### src/rtl/dz_pkg.sv
// Shared definitions for the incubator dot-matrix display slice.
//   DZ_ROWS/DZ_COLS : default matrix geometry
//   DZ_MAX_STAGE    : highest stage with a defined pattern
//   dz_stage_e      : hatch stage encoding (EGG0..EGG4, HATCH0..HATCH6)
//   dz_cmode_e      : column colour mode
//   EGG_TBL         : 8x8 pattern per stage, row r in bits [8r+7:8r]
package dz_pkg;

  localparam int DZ_ROWS      = 8;
  localparam int DZ_COLS      = 8;
  localparam int DZ_MAX_STAGE = 11;

  typedef enum logic [3:0] {
    EGG0   = 4'd0,
    EGG1   = 4'd1,
    EGG2   = 4'd2,
    EGG3   = 4'd3,
    EGG4   = 4'd4,
    HATCH0 = 4'd5,
    HATCH1 = 4'd6,
    HATCH2 = 4'd7,
    HATCH3 = 4'd8,
    HATCH4 = 4'd9,
    HATCH5 = 4'd10,
    HATCH6 = 4'd11
  } dz_stage_e;

  typedef enum logic [1:0] {
    CM_GREEN     = 2'd0,
    CM_YELLOW    = 2'd1,
    CM_RED_BLINK = 2'd2
  } dz_cmode_e;

  // Written row7..row0 left to right; entries above HATCH6 are blank.
  localparam logic [63:0] EGG_TBL [0:15] = '{
    64'h0000_183C_3C18_0000,  // EGG0
    64'h0000_387C_7C38_0000,  // EGG1
    64'h0000_3C7E_7E3C_0000,  // EGG2
    64'h003C_7E7E_7E7E_3C00,  // EGG3
    64'h3C7E_FFFF_FFFF_7E3C,  // EGG4
    64'h3C7E_FFFF_F7FF_7E3C,  // HATCH0: first crack
    64'h3C7E_FFF7_EBFF_7E3C,  // HATCH1
    64'h3C7E_FFE3_D5FF_7E3C,  // HATCH2
    64'h3C7E_FFDB_817E_3C00,  // HATCH3: shell opening
    64'h3C7E_FFFF_DB66_1800,  // HATCH4
    64'h2466_7E7E_DB7E_3C18,  // HATCH5: chick emerging
    64'h2424_3C7E_7EDB_7E3C,  // HATCH6: chick
    64'h0000_0000_0000_0000,
    64'h0000_0000_0000_0000,
    64'h0000_0000_0000_0000,
    64'h0000_0000_0000_0000
  };

endpackage

### src/rtl/dz_egg_rom.sv
// Combinational stage/row pattern lookup.
//   stage   : stage to look up
//   row_idx : matrix row
//   pat     : column pattern for that row (0 for undefined stages or rows >= 8)
module dz_egg_rom
  import dz_pkg::*;
#(
  parameter int COLS    = DZ_COLS,
  parameter int STAGE_W = 4,
  parameter int RW      = 3
) (
  input  logic [STAGE_W-1:0] stage,
  input  logic [RW-1:0]      row_idx,
  output logic [COLS-1:0]    pat
);

  logic [3:0]  sidx_s;
  logic [2:0]  ridx_s;
  logic [63:0] tbl_s;
  logic [7:0]  row8_s;

  // Table lookup guarded on the full-width stage and row so narrowed indices never alias.
  always_comb begin
    sidx_s = 4'(stage);
    ridx_s = 3'(row_idx);
    tbl_s  = 64'h0;
    row8_s = 8'h00;
    if ((int'(stage) <= int'(HATCH6)) && (int'(row_idx) < 8)) begin
      tbl_s  = EGG_TBL[sidx_s];
      row8_s = tbl_s[{ridx_s, 3'b000} +: 8];
    end else begin
      tbl_s  = 64'h0;
      row8_s = 8'h00;
    end
  end

  assign pat = COLS'(row8_s);

endmodule

### src/rtl/dz_scan_ctrl.sv
// Row-scanned red/green LED dot-matrix driver.
//   clk, rst    : scan clock, asynchronous active-high reset
//   en          : display enable (0 = dark, scan held at row 0)
//   stage       : hatch stage to show (latched at frame boundaries)
//   warn        : temperature fault (latched at frame boundaries)
//   blink_en    : blink red while warn is set (latched at frame boundaries)
//   row         : active-low one-cold row select
//   colr, colg  : active-high red/green column drive
//   frame_start : pulse in the cycle row 0 of a new frame first appears
//   stage_shown : stage currently latched for display
module dz_scan_ctrl
  import dz_pkg::*;
#(
  parameter int ROWS         = DZ_ROWS,
  parameter int COLS         = DZ_COLS,
  parameter int SCAN_DIV     = 1,
  parameter int BLANK_CYC    = 0,
  parameter int STAGE_W      = 4,
  parameter int MAX_STAGE    = DZ_MAX_STAGE,
  parameter int BLINK_FRAMES = 64
) (
  input  logic               clk,
  input  logic               rst,
  input  logic               en,
  input  logic [STAGE_W-1:0] stage,
  input  logic               warn,
  input  logic               blink_en,
  output logic [ROWS-1:0]    row,
  output logic [COLS-1:0]    colr,
  output logic [COLS-1:0]    colg,
  output logic               frame_start,
  output logic [STAGE_W-1:0] stage_shown
);

  localparam int RW = (ROWS > 1) ? $clog2(ROWS) : 1;
  localparam int PW = (SCAN_DIV > 1) ? $clog2(SCAN_DIV) : 1;
  localparam int FW = (BLINK_FRAMES > 1) ? $clog2(BLINK_FRAMES) : 1;

  logic [PW-1:0] pre_r, pre_nxt_s;
  logic [RW-1:0] row_idx_r, row_idx_nxt_s;
  logic [FW-1:0] frm_cnt_r, frm_cnt_nxt_s;
  logic          blink_ph_r, blink_ph_nxt_s;
  logic          warn_l_r, blink_l_r;
  logic          last_pre_s, boundary_s, latch_s;

  logic [COLS-1:0] rom_pat_s, pat_s, colr_nxt_s, colg_nxt_s;
  logic [ROWS-1:0] row_nxt_s;
  logic            fs_nxt_s, blank_s;
  dz_cmode_e       mode_s;

  dz_egg_rom #(
    .COLS    (COLS),
    .STAGE_W (STAGE_W),
    .RW      (RW)
  ) u_rom (
    .stage   (stage_shown),
    .row_idx (row_idx_r),
    .pat     (rom_pat_s)
  );

  // Prescaler, row counter and frame/blink counter next state.
  always_comb begin
    last_pre_s     = (pre_r == PW'(SCAN_DIV - 1));
    boundary_s     = last_pre_s && (row_idx_r == RW'(ROWS - 1));
    pre_nxt_s      = pre_r;
    row_idx_nxt_s  = row_idx_r;
    frm_cnt_nxt_s  = frm_cnt_r;
    blink_ph_nxt_s = blink_ph_r;
    if (!en) begin
      pre_nxt_s      = '0;
      row_idx_nxt_s  = '0;
      frm_cnt_nxt_s  = '0;
      blink_ph_nxt_s = 1'b0;
    end else begin
      if (last_pre_s) begin
        pre_nxt_s     = '0;
        row_idx_nxt_s = (row_idx_r == RW'(ROWS - 1)) ? '0 : row_idx_r + RW'(1);
      end else begin
        pre_nxt_s     = pre_r + PW'(1);
        row_idx_nxt_s = row_idx_r;
      end
      if (boundary_s) begin
        if (frm_cnt_r == FW'(BLINK_FRAMES - 1)) begin
          frm_cnt_nxt_s  = '0;
          blink_ph_nxt_s = ~blink_ph_r;
        end else begin
          frm_cnt_nxt_s  = frm_cnt_r + FW'(1);
          blink_ph_nxt_s = blink_ph_r;
        end
      end else begin
        frm_cnt_nxt_s  = frm_cnt_r;
        blink_ph_nxt_s = blink_ph_r;
      end
    end
  end

  // Inputs are tracked continuously while dark, otherwise only at frame boundaries.
  assign latch_s = !en || boundary_s;

  // Scan state and display latches.
  always_ff @(posedge clk or posedge rst) begin
    if (rst) begin
      pre_r       <= '0;
      row_idx_r   <= '0;
      frm_cnt_r   <= '0;
      blink_ph_r  <= 1'b0;
      warn_l_r    <= 1'b0;
      blink_l_r   <= 1'b0;
      stage_shown <= '0;
    end else begin
      pre_r      <= pre_nxt_s;
      row_idx_r  <= row_idx_nxt_s;
      frm_cnt_r  <= frm_cnt_nxt_s;
      blink_ph_r <= blink_ph_nxt_s;
      if (latch_s) begin
        warn_l_r    <= warn;
        blink_l_r   <= blink_en;
        stage_shown <= stage;
      end else begin
        warn_l_r    <= warn_l_r;
        blink_l_r   <= blink_l_r;
        stage_shown <= stage_shown;
      end
    end
  end

  // Column pattern, colour mode and row select for the current slot.
  always_comb begin
    blank_s    = (BLANK_CYC > 0) && (int'(pre_r) < BLANK_CYC);
    pat_s      = rom_pat_s;
    mode_s     = CM_GREEN;
    colr_nxt_s = '0;
    colg_nxt_s = '0;
    row_nxt_s  = '1;
    fs_nxt_s   = 1'b0;
    if (blank_s || (int'(stage_shown) > MAX_STAGE)) begin
      pat_s = '0;
    end else begin
      pat_s = rom_pat_s;
    end
    if (!warn_l_r) begin
      mode_s = CM_GREEN;
    end else if (!blink_l_r) begin
      mode_s = CM_YELLOW;
    end else begin
      mode_s = CM_RED_BLINK;
    end
    if (en) begin
      row_nxt_s = ~(ROWS'(1'b1) << row_idx_r);
      fs_nxt_s  = (pre_r == '0) && (row_idx_r == '0);
      case (mode_s)
        CM_GREEN: begin
          colr_nxt_s = '0;
          colg_nxt_s = pat_s;
        end
        CM_YELLOW: begin
          colr_nxt_s = pat_s;
          colg_nxt_s = pat_s;
        end
        CM_RED_BLINK: begin
          colr_nxt_s = blink_ph_r ? '0 : pat_s;
          colg_nxt_s = '0;
        end
        default: begin
          colr_nxt_s = '0;
          colg_nxt_s = '0;
        end
      endcase
    end else begin
      row_nxt_s  = '1;
      fs_nxt_s   = 1'b0;
      colr_nxt_s = '0;
      colg_nxt_s = '0;
    end
  end

  // Output registers.
  always_ff @(posedge clk or posedge rst) begin
    if (rst) begin
      row         <= '1;
      colr        <= '0;
      colg        <= '0;
      frame_start <= 1'b0;
    end else begin
      row         <= row_nxt_s;
      colr        <= colr_nxt_s;
      colg        <= colg_nxt_s;
      frame_start <= fs_nxt_s;
    end
  end

endmodule

### config.mk
export PLATFORM = sky130hd
export DESIGN_NAME = dz_scan_ctrl
export DESIGN_NICKNAME = d
export VERILOG_FILES = /design/src/rtl/dz_pkg.sv /design/src/rtl/dz_egg_rom.sv /design/src/rtl/dz_scan_ctrl.sv
export SDC_FILE = /design/constraint.sdc
export NUM_CORES = 1
export LEC_CHECK = 0
export CORE_MARGIN = 2
export CORE_UTILIZATION = 25
export CTS_CLUSTER_DIAMETER = 80
export DETAILED_ROUTE_END_ITERATION = 12
export PLACE_DENSITY = 0.52
export SYNTH_ARGS = -nofsm -noshare
export SYNTH_HDL_FRONTEND = slang
export SYNTH_SLANG_ARGS = --single-unit
### constraint.sdc
create_clock -name clk -period 3.37 [get_ports clk]
set_input_delay 0.8425 -clock clk [delete_from_list [all_inputs] [get_ports clk]]
set_output_delay 0.8425 -clock clk [all_outputs]
set_load 0.03 [all_outputs]
* Word-level counts from Yosys, hierarchy flattened *
Memory sizes are Yosys's and may differ from the RTL's.
Index checks and enable logic that the tools add are counted.

word-level totals
  register bits = 42
  ROM bits = 1024
  output and inout bits = 29
  word-level logic and storage cells = 63
  memories = 1

memories
  name             words  bits a word  rd ports  clocked after Yosys merged registers in  write ports  line              source
  (no name shown)  16     64           1         0                                        0            dz_egg_rom.sv:29  tbl_s = EGG_TBL[sidx_s];

operators by class
  add/subtract/negate cells = 3
  $lt $le $gt $ge = 3
  eq/ne operators = 7
  shifts and indexed selects = 2
  mux-type cells = 24
  bitwise logic cells = 4
  reductions and logical operators = 8

operators by type and width
  cell                                                    count
  2-to-1 mux 64 bit                                       2
  indexed part select 64 x 7 -> 8 bit                     1
  2-to-1 mux 8 bit                                        7
  2-to-1 mux 6 bit                                        3
  one-hot mux 8 bit (2 select lines)                      1
  2-to-1 mux 3 bit                                        3
  NOT 8 bit                                               1
  << shifter 1 x 3 -> 8 bit (first input constant)        1
  adder 6 x 1 -> 6 bit (second input constant)            1
  equality test 6 bit (second input constant)             1
  2-to-1 mux 1 bit                                        6
  >= comparator 5 bit (second input constant)             1
  NOT 4 -> 5 bit                                          1
  > comparator 4 bit (second input constant)              1
  less-or-equal comparator 4 bit (second input constant)  1
  2-to-1 mux 2 bit                                        2
  != test 2 x 1 -> 1 bit (second input constant)          2
  adder 3 x 1 -> 3 bit (second input constant)            1
  equality test 3 bit (second input constant)             1
  zero test 3 bit                                         1
  equality test 2 x 1 -> 1 bit (second input constant)    1
  equality test 2 bit (second input constant)             1
  logical AND 1 bit                                       2
  zero test 2 bit                                         1
  7 further kinds                                         8

* Depth between registers and ports, before layout *
Gate-level depths: netlist of run 1.

  depth in word-level cells = 10
  depth in mapped cells = 7
  depth with buffers taken out = 6

* Modules after synthesis *
A second synthesis of run 1 with hierarchy kept.

unflattened totals
  cell total of the unflattened synthesis = 253
  area, all modules = 2352.3 um^2

by module, submodules not included
  module        instances  cells an instance  area an instance (um^2)  sequential area each (um^2)
  dz_scan_ctrl  1          125                1597.8                   1036.0
  dz_egg_rom    1          128                754.5                    0.0

* Least setup slack after synthesis of run 1 *
OpenSTA, ideal clock, no wires.

  kind = reg2reg
  from = reg stage_shown[0]
  to = reg colg[2]
  arrival time = 1.609 ns
  required time = 3.235 ns
  path slack = 1.627 ns
  stages on the path, launching flop included = 5
  path buffers = 0
  period minus slack after synthesis = 1.743 ns
  cell sequence = dfrtp_1 > mux2_2 > a22o_1 > a2111oi_2 > nor3_1

between the ends
  word-level cells in the longest chain between the ends = 9
  elaborated cells on any way between the ends = 11
  those cells by class = order compare (2); shift (1); mux (6); bitwise (1); memory (1)

RTL lines
  element                                                line                 source
  start: declaration                                     dz_scan_ctrl.sv:32   output logic [STAGE_W-1:0] stage_shown
  start signal: assignment                               dz_scan_ctrl.sv:118  stage_shown <= stage;
  start signal: assignment                               dz_scan_ctrl.sv:122  stage_shown <= stage_shown;
  NOT 4 -> 5 bit (not written as such)                   dz_egg_rom.sv:29
  memory (16 x 64 bit)                                   --
  2-to-1 mux 64 bit (not written as such) (2 in series)  dz_egg_rom.sv:29
  indexed part select 64 x 7 -> 8 bit                    dz_egg_rom.sv:30     row8_s = tbl_s[{ridx_s, 3'b000} +: 8];
  2-to-1 mux 8 bit                                       dz_egg_rom.sv:28     if ((int'(stage) <= int'(HATCH6)) && (int'(row_idx) < 8)) begin
  2-to-1 mux 8 bit (*)                                   dz_scan_ctrl.sv:136  if (blank_s || (int'(stage_shown) > MAX_STAGE)) begin
  2-to-1 mux 8 bit (*)                                   dz_scan_ctrl.sv:151  case (mode_s)
  2-to-1 mux 8 bit (*)                                   dz_scan_ctrl.sv:148  if (en) begin
  named net colg_nxt_s[2]                                dz_scan_ctrl.sv:46   logic [COLS-1:0] rom_pat_s, pat_s, colr_nxt_s, colg_nxt_s;
  end signal: assignment                                 dz_scan_ctrl.sv:187  colg <= colg_nxt_s;
  end: declaration                                       dz_scan_ctrl.sv:30   output logic [COLS-1:0] colg,

Mark *: on every way through the listed nets, which the timed path passes. The rest lies on a longest branch. The select of a mux whose other input is x is not followed.
A chain may end at the register's enable or synchronous reset.

* Worst setup path in the final report of run 1 *
  from = reg row[7]
  to = out row[7]

RTL lines
  element                   line                 source
  start: declaration        dz_scan_ctrl.sv:28   output logic [ROWS-1:0] row,
  start signal: assignment  dz_scan_ctrl.sv:185  row <= row_nxt_s;

No word-level cell between the ends.

==> run_results.csv, run 1 <==
group,metric,value,unit
status,outcome,"finished, final reports clean",
timing,fin_crit_sh,68.8,%
layout,final_cells,384,
clock_tree,clkTransAtPathRegs,0.07,ns
placement,dp_worst_setup_slack,0.837,ns
layout,fin_area,0.00283,mm^2
synthesis,synth_area,0.00230,mm^2
placement,place_inst,376,
synthesis,ys_top_cells_by_area,"dfrtp_1 (34%), dfstp_2 (9.1%), ha_1 (4.3%)",
timing,rsz0062_at_grt,"no",
global_routing,grt_use_total,11.1,%
synthesis,synthAdderAreaFrac,4.84,%
pwr,p_leak,1.14,nW
timing,tightest_slew,0.634,ns
clock_tree,htree_levels,2,
clock_tree,hold_buffers,0,
clock_tree,clk_path_buf_depth,2,
pwr,seq_power_share,44.3,%
floorplan,ios,38,
worst_setup_path,path_depth,1,
drt,drc,0,
worst_setup_path,cp-startpoint,"row[7]$_DFF_PP1_",
synthesis,yosys.area.top_type,"dfrtp_1",
synthesis,synthXorXnorAreaFrac,2.28,%
synthesis,synth_top_area_share,33.7,%
floorplan,start_util,25.4,%
synthesis,syn_inst,241,
synthesis,yosysWarnings,0,
worst_setup_path,critical-path-top-delay-family,"buffers and inverters",
pwr,power_frac_comb,30.5,%
layout,layout-drive-gt1-share,11.4,%
worst_setup_path,critPathCapture,"row[7]",
global_routing,grt_pass1_wl,9020,um
worst_setup_path,reg2regPathDepth,5,
floorplan,die_h,100,um
pwr,pwr-share-clk,25.2,%
synthesis,syn_area_per_cell,9.55,um^2
worst_setup_path,cp_num_buf_inv,1,
drt,drtAntennaViolNets,0,
synthesis,ys_seq_area_share,42.8,%
synthesis,yosys.area_share.simple,18.3,%
pwr,ir_drop,136,uV
timing,period_minus_slack,2.32,ns
worst_setup_path,critical_path_class,"reg2out",
drt,wl,5300,um
timing,clock_skew,0.00483,ns
timing,maxSlewHeadroom,57.6,%
clock_tree,clk_latency,0.28,ns
floorplan,design.die.area,0.00999,mm^2
drt,vias,1884,
pwr,p_per_area,413,mW/mm^2
global_routing,gr-total-overflow,0,
drt,drt_iter0_drc,191,
global_routing,antenna_found_initial,0,
worst_setup_path,crit_slowest_cell,"clkdlybuf4s50_1",
clock_tree,cts_buffers,5,
worst_setup_path,cp_cell_sequence,"clkdlybuf4s50_1",
timing,finalSetupViolCount,0,
timing,drv_slew,0,
synthesis,synth_nets,258,
clock_tree,clock-root-buffer,"clkbuf_8",
worst_setup_path,critPathMaxFanout,1,
clock_tree,cts_tree,"built",
worst_setup_path,worst-r2r-setup-slack,1.39,ns
worst_setup_path,cp-end-kind,"primary output",
worst_setup_path,worstSetupStartpointType,"register",
placement,finalWeightedCongestion,0.825,
pwr,p_sw,0.387,mW
placement,portBuffers,37,
timing,finalHoldViolCount,0,
drt,avgRoutedWirePerCell,13.8,um
layout,seq_area,986,um^2
layout,multi_input_area,0.00116,mm^2
placement,dpl-instance-area,0.00275,mm^2
global_routing,grt_max_degree,40,
timing,max_freq,0.432,GHz
worst_setup_path,max_stage_delay,0.67,ns
layout,nets,289,
drt,drt_pass1_iterations,4,
pwr,internal_power,0.780,mW
worst_setup_path,arrival,1.47,ns
timing,hold_ws,0.539,ns
hold_path,min_path_cells,1,
floorplan,die_x,100,um
worst_setup_path,crit_required,2.53,ns
drt,viasPerCell,4.91,
global_routing,first_global_vias,1749,
layout,fill_cells,919,
synthesis,synth_compound_area_share,21.8,%
floorplan,num_rows,35,
synthesis,synthMuxAreaShare,3.32,%
synthesis,ys_top_cells_by_count,"dfrtp_1 (31), nand2_1 (20), a21oi_1 (13)",
layout,area_growth,22.9,%
timing,totalNegativeSetupSlack,0,ns
synthesis,yosys.cell_count.top_type,"dfrtp_1",
synthesis,synth-main-ff-cell,"dfrtp_1",
clock_tree,postCtsSetupRepairBufs,0,
layout,diodes,0,
floorplan,design.core.area,0.00906,mm^2
worst_setup_path,r2r-end,"colg[6]$_DFF_PP0_",
pwr,swShare,33.2,%
hold_path,hp-class,"reg2reg",
clock_tree,cts_resized,0,
clock_tree,cts.sinks,39,
synthesis,synth-async-reset-ratio,100,%
synthesis,synth_edf_count,0,
synthesis,synth_top_family_by_area,"compound AO/OA/AOI/OAI gates",
worst_setup_path,timing.rr.start,"stage_shown[3]$_DFFE_PP0P_",
synthesis,ys_ff_latch,39,
run,maxCapViolCount,0,
synthesis,ys_types,56,
placement,dp_hpwl,3640,um
timing,setup_ws,1.05,ns
[placed cells by master, fill, tap and decap left out, types with 3 or more instances in the layout]
cell type	Yosys	final
and2_1	7	7
a21oi_1	13	13
o22ai_1	5	5
dfstp_2	8	8
a21boi_1	3	3
nor2b_1	5	5
inv_2	4	4
nor2_1	9	9
dfrtp_1	31	31
nor3_1	5	5
buf_4	4	8
clkdlybuf4s50_1	0	37
o21ai_0	12	12
inv_1	4	4
mux2_1	4	4
nand3_1	12	12
ha_1	8	8
nand2b_1	10	10
nand4_1	3	3
xor2_1	4	4
clkbuf_8	0	5
a211oi_1	5	5
nand2_1	20	20
o21ai_1	5	5
[sequential cells by signal, summed over array words and instances (netlist names)]
name         cells
blink_l_r        1
blink_ph_r       1
colg             7
colr             7
frame_start      1
frm_cnt_r        6
row              8
row_idx_r        3
stage_shown      4
warn_l_r         1
[layer usage]
metal / global-route usage [%] / routed length, um
met1: 17.1 / 2700
met2: 15.7 / 2230
met3: 2.44 / 317
met4: 2.85 / 51
met5: 0 / 0
[power groups by stage]
stage,logic [mW],clock network (mW),registers (mW)
floorplan,0.203,0,0.572
global placement,0.354,0,0.527
detailed placement,0.355,0,0.526
CTS,0.357,0.311,0.518
global route,0.388,0.332,0.522
finish,0.356,0.294,0.517
[worst reg2reg max path, cell delays in order, from the launching register on]
cell      delay (ns)
dfrtp_1         0.39
buf_4           0.23
nor2_1          0.54
o21ai_0         0.20
a311oi_1        0.39
a211oi_1        0.11
[area by class of cell]
type / instances / area share (%)
clock buffers: 7 / 2.70
clock inverters: 1 / 0.177
inverters: 8 / 1.06
multi-input cells: 173 / 41.1
flip-flops and latches: 39 / 34.9
well taps: 111 / 4.91
repair buffers: 45 / 15.2
[cells by family after synthesis]
| logic type | Yosys count |
|---|---|
| xor+xnor | 6 |
| mux | 7 |
| fa+ha+maj | 9 |
| simple gates | 80 |
| compound gates | 71 |
| flops | 39 |
| buf+inv | 29 |
[how the worst min path moves through the flow]
stage | to | from | slack (ns)
final | warn_l_r$_DFFE_PP0P_ | warn_l_r$_DFFE_PP0P_ | 0.54
after global routing | warn_l_r$_DFFE_PP0P_ | warn_l_r$_DFFE_PP0P_ | 0.58
after CTS | warn_l_r$_DFFE_PP0P_ | warn_l_r$_DFFE_PP0P_ | 0.55
after detailed placement | warn_l_r$_DFFE_PP0P_ | warn_l_r$_DFFE_PP0P_ | 0.53
after global placement | blink_l_r$_DFFE_PP0P_ | blink_l_r$_DFFE_PP0P_ | 0.52
after floorplan | warn_l_r$_DFFE_PP0P_ | warn_l_r$_DFFE_PP0P_ | 0.48
[through the flow]
step           util [%]  total power, mW
3_5_place_dp       30.3            0.881
4_1_cts            31.2             1.19
5_1_grt            31.2             1.24
2_1_floorplan         -            0.775
6_report           31.2             1.17
3_3_place_gp       30.3            0.881
(Power assumes the default switching activity.)
==> run 2, diff against run 1 <==
--- a/config.mk
+++ b/config.mk
@@ -9,7 +9,7 @@
 export CORE_UTILIZATION = 25
 export CTS_CLUSTER_DIAMETER = 80
 export DETAILED_ROUTE_END_ITERATION = 12
-export PLACE_DENSITY = 0.52
+export PLACE_DENSITY = 0.53
 export SYNTH_ARGS = -nofsm -noshare
 export SYNTH_HDL_FRONTEND = slang
 export SYNTH_SLANG_ARGS = --single-unit
==> constraint.sdc (replaced) <==
create_clock -name clk -period 1.95 [get_ports clk]
set_input_delay 0.4875 -clock clk [delete_from_list [all_inputs] [get_ports clk]]
set_output_delay 0.4875 -clock clk [all_outputs]
set_load 0.03 [all_outputs]
==> run 2 against run 1 <==
Compared with the run above:
- worst hold slack gained 0.00051 ns
- register-to-register slack got worse by 1.2 ns
- cell count grew 3.6%
- worst setup slack worse by 0.89 ns
- utilization increased by 2.2 points
- flip-flop and latch count unchanged
- critical endpoint is now colg[3]
==> run_results.csv, run 2 (same netlist as run 1, synthesis figures left out) <==
group,metric,value,unit
status,outcome,"finished, final reports clean",
floorplan,num_rows,35,
global_routing,grt_max_degree,40,
layout,largest_register_ffs,8,
layout,nets,303,
timing,finalSetupViolCount,0,
worst_setup_path,critPathMaxFanout,1,
worst_setup_path,cp_num_buf_inv,1,
layout,area_growth,31.7,%
timing,fin_crit_sh,91.7,%
timing,totalNegativeSetupSlack,0,ns
clock_tree,clk_path_buf_depth,2,
timing,rsz0062_at_grt,"no",
drt,drc,0,
pwr,p_leak,1.24,nW
drt,drt_iter0_drc,151,
clock_tree,postCtsSetupRepairBufs,0,
pwr,p_per_area,780,mW/mm^2
timing,max_freq,0.559,GHz
clock_tree,cts_buffers,5,
timing,clock_skew,0.0105,ns
layout,fin_area,0.00303,mm^2
placement,portBuffers,37,
drt,viasPerCell,4.89,
timing,drv_slew,0,
clock_tree,clkTransAtPathRegs,0.08,ns
worst_setup_path,critical-path-top-delay-family,"buffers and inverters",
worst_setup_path,crit_required,1.46,ns
placement,dp_hpwl,4160,um
drt,drtAntennaViolNets,0,
global_routing,first_global_vias,1897,
timing,finalHoldViolCount,0,
drt,vias,1946,
timing,period_minus_slack,1.79,ns
layout,regMostFlops,"row",
clock_tree,clk_latency,0.29,ns
layout,diodes,0,
layout,utilization,33.4,%
worst_setup_path,max_stage_delay,0.67,ns
placement,dpl-instance-area,0.00291,mm^2
global_routing,antenna_found_initial,0,
drt,drt_pass1_iterations,4,
layout,final_common_cell,"dfrtp_1",
timing,tightest_slew,0.608,ns
pwr,power,2.36,mW
global_routing,grt_use_total,12.0,%
hold_path,hp-class,"reg2reg",
layout,reg_top3,"row: 8 flops, colg: 7 flops, colr: 7 flops",
worst_setup_path,cp_cell_sequence,"clkdlybuf4s50_1",
run,maxCapViolCount,0,
clock_tree,cts.sinks,39,
drt,wl,5650,um
worst_setup_path,worst-r2r-setup-slack,0.17,ns
clock_tree,htree_levels,2,
floorplan,ios,38,
floorplan,design.die.area,0.00999,mm^2
layout,final_cell_mix,"dfrtp_1 (31), clkdlybuf4s50_1 (25), buf_4 (21), nand2_1 (20), a21oi_1 (13)",
placement,finalWeightedCongestion,0.800,
global_routing,grt_pass1_wl,9570,um
pwr,ir_drop,307,uV
clock_tree,clock-root-buffer,"clkbuf_8",
timing,maxSlewHeadroom,59.3,%
timing,hold_ws,0.540,ns
worst_setup_path,arrival,1.30,ns
layout,layout-drive-gt1-share,17.8,%
layout,fill_cells,919,
worst_setup_path,worstSetupStartpointType,"register",
worst_setup_path,critical_path_class,"reg2out",
drt,avgRoutedWirePerCell,14.2,um
floorplan,design.core.area,0.00906,mm^2
worst_setup_path,cp-end-kind,"primary output",
floorplan,die_x,100,um
floorplan,die_h,100,um
global_routing,gr-total-overflow,0,
clock_tree,cts_tree,"built",
floorplan,start_util,25.4,%
worst_setup_path,crit_slowest_cell,"clkdlybuf4s50_1",
run 2: cell types whose count changed in the layout (fill, tap and decap cells not counted), moves of 2 or more:
cell | before | now
buf_12 | 0 | 5
dlygate4sd2_1 | 0 | 8
clkdlybuf4s50_1 | 37 | 25
buf_4 | 8 | 21
clkbuf_1 | 2 | 0
bufinv_16 | 0 | 2
run 2: per-layer routing:
metal / vias to the layer above / track usage [%] / part of all wire, %
met1: 931 / 17.4 / 49
met5: - / 0 / 0
li1: 959 / - / -
met2: 52 / 18.0 / 45
met3: 4 / 2.65 / 4.6
met4: 0 / 3.58 / 0.90
run 2: final timing paths:
path                                            start                    to  depth (start not counted)
max in group asynchronous                         rst      row[5]$_DFF_PP1_                          3
max reg2reg                stage_shown[2]$_DFFE_PP0P_     colg[6]$_DFF_PP0_                          4
min                              warn_l_r$_DFFE_PP0P_  warn_l_r$_DFFE_PP0P_                          1
max                                 colg[3]$_DFF_PP0_               colg[3]                          1
min reg2reg                      warn_l_r$_DFFE_PP0P_  warn_l_r$_DFFE_PP0P_                          1
min in group asynchronous                         rst     colr[3]$_DFF_PP0_                          3
run 2: metrics by stage:
step	std cells	setup slack [ns]
after floorplan	241	0.207
after detailed placement	390	0.0852
after CTS	398	0.132
after global routing	398	0.0381
after global placement	390	0.130
final	398	0.161
run 2: where the power goes:
| group | total (mW) | internal (mW) | switching, mW |
|---|---|---|---|
| Clock | 0.797 | 0.510 | 0.286 |
| Sequential | 0.901 | 0.863 | 0.0380 |
| Combinational | 0.666 | 0.280 | 0.386 |
run 2: repair_timing:
action,CTS,global route
gates resized for setup,8,0
hold endpoints to repair,0,0
setup endpoints to repair,8,0
hold buffers,0,0
run 2: cell type report:
cell class / instances / area (um^2) / share of cell area, %
Inverter: 8 / 30.0 / 0.991
Clock inverter: 3 / 67.6 / 2.23
Timing Repair Buffer: 59 / 578 / 19.1
Sequential cell: 39 / 986 / 32.5
Multi-Input combinational cell: 173 / 1160 / 38.3
Tap cell: 111 / 139 / 4.58
Clock buffer: 5 / 68.8 / 2.27
==> edit 1 (flow settings as in run 1) <==
`BLINK_FRAMES`: 64 -> 128.
--- a/src/rtl/dz_scan_ctrl.sv
+++ b/src/rtl/dz_scan_ctrl.sv
@@ -18,5 +18,5 @@
   parameter int STAGE_W      = 4,
   parameter int MAX_STAGE    = DZ_MAX_STAGE,
-  parameter int BLINK_FRAMES = 64
+  parameter int BLINK_FRAMES = 128
 ) (
   input  logic               clk,
Behaviour: no difference found for any inputs over 10 cycles, from zero or initial values and one cycle with rst high; that may be too few to reach the edited logic, so the function may still have changed.
==> edit 1 against run 1 <==
- worst setup slack got worse by 0.013 ns
- sequential cell count increased by 1
- synthesized cell count up 1.7%
- die area up 3.0%
- power rose by 10%
- wire length is 4.7% higher
- critical path depth increased by 4
- area after synthesis increased by 3.2%
- design area rose by 4.5%
==> edit 1: results (changes against run 1) <==
status: "finished, final reports clean"  # unchanged
track_usage_pct: 11.56  # was 11.13%
viasPerCell: 4.791  # was 4.906
worstSetupEndpoint: "colr[6]"  # was row[7]
period_needed_ns: 2.330  # was 2.317 ns
muxShareOfSynthArea_pct: 2.792  # was 3.315%
powerDensity_nw_per_um2: 436.2  # was 412.6 nW/um^2
place_area_um2: 2845  # was 2748 um^2
nFillCells: 955  # was 919
yosysSeqAreaShare_pct: 42.57  # was 42.83%
r2r_setup_slack_ns: 1.15  # was 1.39 ns
hold_depth: 2  # was 1
clockPowerShare_pct: 29.7  # was 25.2%
drtIter0Drc: 161  # was 191
syn_nets: 262  # was 258
drive_gt1_share_pct: 14.80  # was 11.36%
grt_start_max_net_pins: 34  # was 40
skew_ns: 0.01127  # was 0.004831 ns
power_frac_seq_pct: 40.9  # was 44.3%
wl_mm: 5.547  # was 5.300 mm
cp_max_fo: 15  # was 1
use_met2_pct: 16.56  # was 15.70%
synth_compound_area_share_pct: 22.66  # was 21.79%
syn_area_per_cell_um2: 9.693  # was 9.553 um^2
ff2ff_path_depth: 6  # was 5
wl_per_cell_um: 13.66  # was 13.80 um
p_leak_nw: 1.177  # was 1.135 nW
[edit 1: changes by cell type after synthesis, moves of 2 or more]
cell       delta
a2111oi_2     -2
a2111oi_4     +2
and2_1        -3
inv_1         +2
mux2_1        -4
mux2_2        +4
o21ai_0       +2
o21ai_1       -3
or3_1         +2
xor2_1        +2
[edit 1: metal layers]
| layer | up-vias | routed length (um) |
|---|---|---|
| met5 | - | 0 |
| met4 | 0 | 92 |
| met3 | 8 | 257 |
| met2 | 53 | 2438 |
| met1 | 945 | 2758 |
| li1 | 939 | - |
[edit 1: critical path, stage by stage]
cell             delay [ns]
clkdlybuf4s50_1        0.75
nand2_1                0.09
a21oi_1                0.38
nand2b_1               0.19
a211oi_1               0.26
[edit 1: area by class of cell]
cell class / instances / share of cell area (%)
Sequential cell: 40 / 34.19
Multi-Input combinational cell: 174 / 40.75
Tap cell: 129 / 5.459
Clock inverter: 3 / 1.439
Inverter: 10 / 1.270
Clock buffer: 5 / 2.328
Timing Repair Buffer: 45 / 14.56
==> edit 2 (config.mk and constraints of run 1) <==
Made on the original files. Put one more register stage on the output `colg`, cleared by the reset. The value now appears one clock later. The other outputs are not delayed to match.
--- a/src/rtl/dz_scan_ctrl.sv
+++ b/src/rtl/dz_scan_ctrl.sv
@@ -37,4 +37,6 @@
   localparam int FW = (BLINK_FRAMES > 1) ? $clog2(BLINK_FRAMES) : 1;
 
+  logic [COLS-1:0] colg_s0;
+
   logic [PW-1:0] pre_r, pre_nxt_s;
   logic [RW-1:0] row_idx_r, row_idx_nxt_s;
@@ -180,14 +182,22 @@
       row         <= '1;
       colr        <= '0;
-      colg        <= '0;
+      colg_s0     <= '0;
       frame_start <= 1'b0;
     end else begin
       row         <= row_nxt_s;
       colr        <= colr_nxt_s;
-      colg        <= colg_nxt_s;
+      colg_s0     <= colg_nxt_s;
       frame_start <= fs_nxt_s;
     end
   end
 
+  always_ff @(posedge clk or posedge rst) begin
+    if (rst) begin
+      colg <= '0;
+    end else begin
+      colg <= colg_s0;
+    end
+  end
+
 endmodule
 
Function: changed (Yosys sat finds a counterexample within 4 cycles, from zero or initial values and one cycle with rst high).
==> edit 2 against run 1 <==
- power increased by 14%
- critical path depth unchanged
- worst hold slack got worse by 0.19 ns
- worst setup slack got worse by 0.42 ns
- utilization is 0.29 points lower
- area after synthesis grew 7.4%
- synthesized cell count rose by 1.2%
- wire length is 1.0% higher
- design area is 5.8% higher
- sequential cell count increased by 7
- highest routed layer unchanged
==> edit 2: results (changes against run 1) <==
timing.rr.start: "stage_shown[2]"  # was stage_shown[3]
peakVddDrop_mv: 0.1917  # was 0.1363 mV
ys_top_cells_by_area: "dfrtp_1 (38%), dfstp_2 (8.5%), and2_1 (4.0%), ha_1 (4.0%), buf_6 (3.6%)"  # was dfrtp_1 (34%), dfstp_2 (9.1%), ha_1 (4.3%), nand2_1 (3.3%), a21oi_1 (2.8%)
whs_ns: 0.3513  # was 0.5393 ns
multi_input_area_um2: 1124  # was 1162 um^2
netlist_instances: 244  # was 241
area_delta_synth_final_pct: 21.10  # was 22.88%
status: "finished, final reports clean"  # unchanged
nets: 291  # was 289
regToRegEndpoint: "colg_s0[5]"  # was colg[6]
use_met2_pct: 15.68  # was 15.70%
powerDensity_nw_per_um2: 444.5  # was 412.6 nW/um^2
ff2ff_path_depth: 6  # was 5
stdcell_count: 408  # was 384
nFillCells: 1001  # was 919
num-multi-input-gates: 170  # was 173
seq-cell-share_pct: 38.78  # was 34.85%
track_usage_pct: 10.49  # was 11.13%
r2r_setup_slack_ns: 1.32  # was 1.39 ns
synth_cell_types: 50  # was 56
yosysSeqAreaShare_pct: 46.96  # was 42.83%
power_frac_seq_pct: 46.9  # was 44.3%
grt_pass1_wl_mm: 8.804  # was 9.018 mm
wl_met3_um: 463  # was 317 um
p_leak_nw: 1.248  # was 1.135 nW
synth_commonest_cells: "dfrtp_1 (38), nand2_1 (24), o21ai_0 (17)"  # was dfrtp_1 (31), nand2_1 (20), a21oi_1 (13)
tightest_slew_ns: 0.9199  # was 0.6337 ns
drtIter0Drc: 211  # was 191
setup_slack_ns: 0.6339  # was 1.053 ns
inverters: 10  # was 8
drive_gt1_share_pct: 12.73  # was 11.36%
wl_per_cell_um: 13.12  # was 13.80 um
clk_pin_slew_worst_paths_ns: 0.09  # was 0.07 ns
place.gp.congestion: 0.8349  # was 0.8251
buffers: 41  # was 45
skew_ns: 0.008213  # was 0.004831 ns
wl_met2_mm: 2.418  # was 2.228 mm
dieWidth_um: 103.4  # was 99.96 um
dp_slack_ns: 0.8383  # was 0.8374 ns
final-clk-cell-share_pct: 3.510  # was 2.875%
bufAreaShareNonClock_pct: 13.37  # was 15.21%
[edit 2: cell count changes after synthesis, sizes merged, moves of 5 or more]
| cell | before | now |
|---|---|---|
| and2 | 7 | 16 |
| dfrtp | 31 | 38 |
| o211ai | 1 | 7 |
| a21oi | 13 | 8 |
| nand2b | 10 | 5 |
| nor2 | 9 | 14 |
[edit 2: cells by family after synthesis]
kind of cell	Yosys count	synth area share, %
AND/OR/NAND/NOR	89	19.28
buffers and inverters	28	7.591
multiplexers	7	2.986
XOR/XNOR	4	1.417
AO/OA/AOI/OAI	62	17.71
flip-flops	46	46.96
adder cells (fa/ha/maj)	8	4.049
[edit 2: how the worst min path moves through the flow]
stage,startpoint,end,cells past startpoint
5_1_grt,colg_s0[0],colg[0],0
3_3_place_gp,colg_s0[0],colg[0],0
2_1_floorplan,colg_s0[0],colg[0],0
3_5_place_dp,colg_s0[3],colg[3],0
4_1_cts,colg_s0[6],colg[6],0
6_report,colg_s0[3],colg[3],0
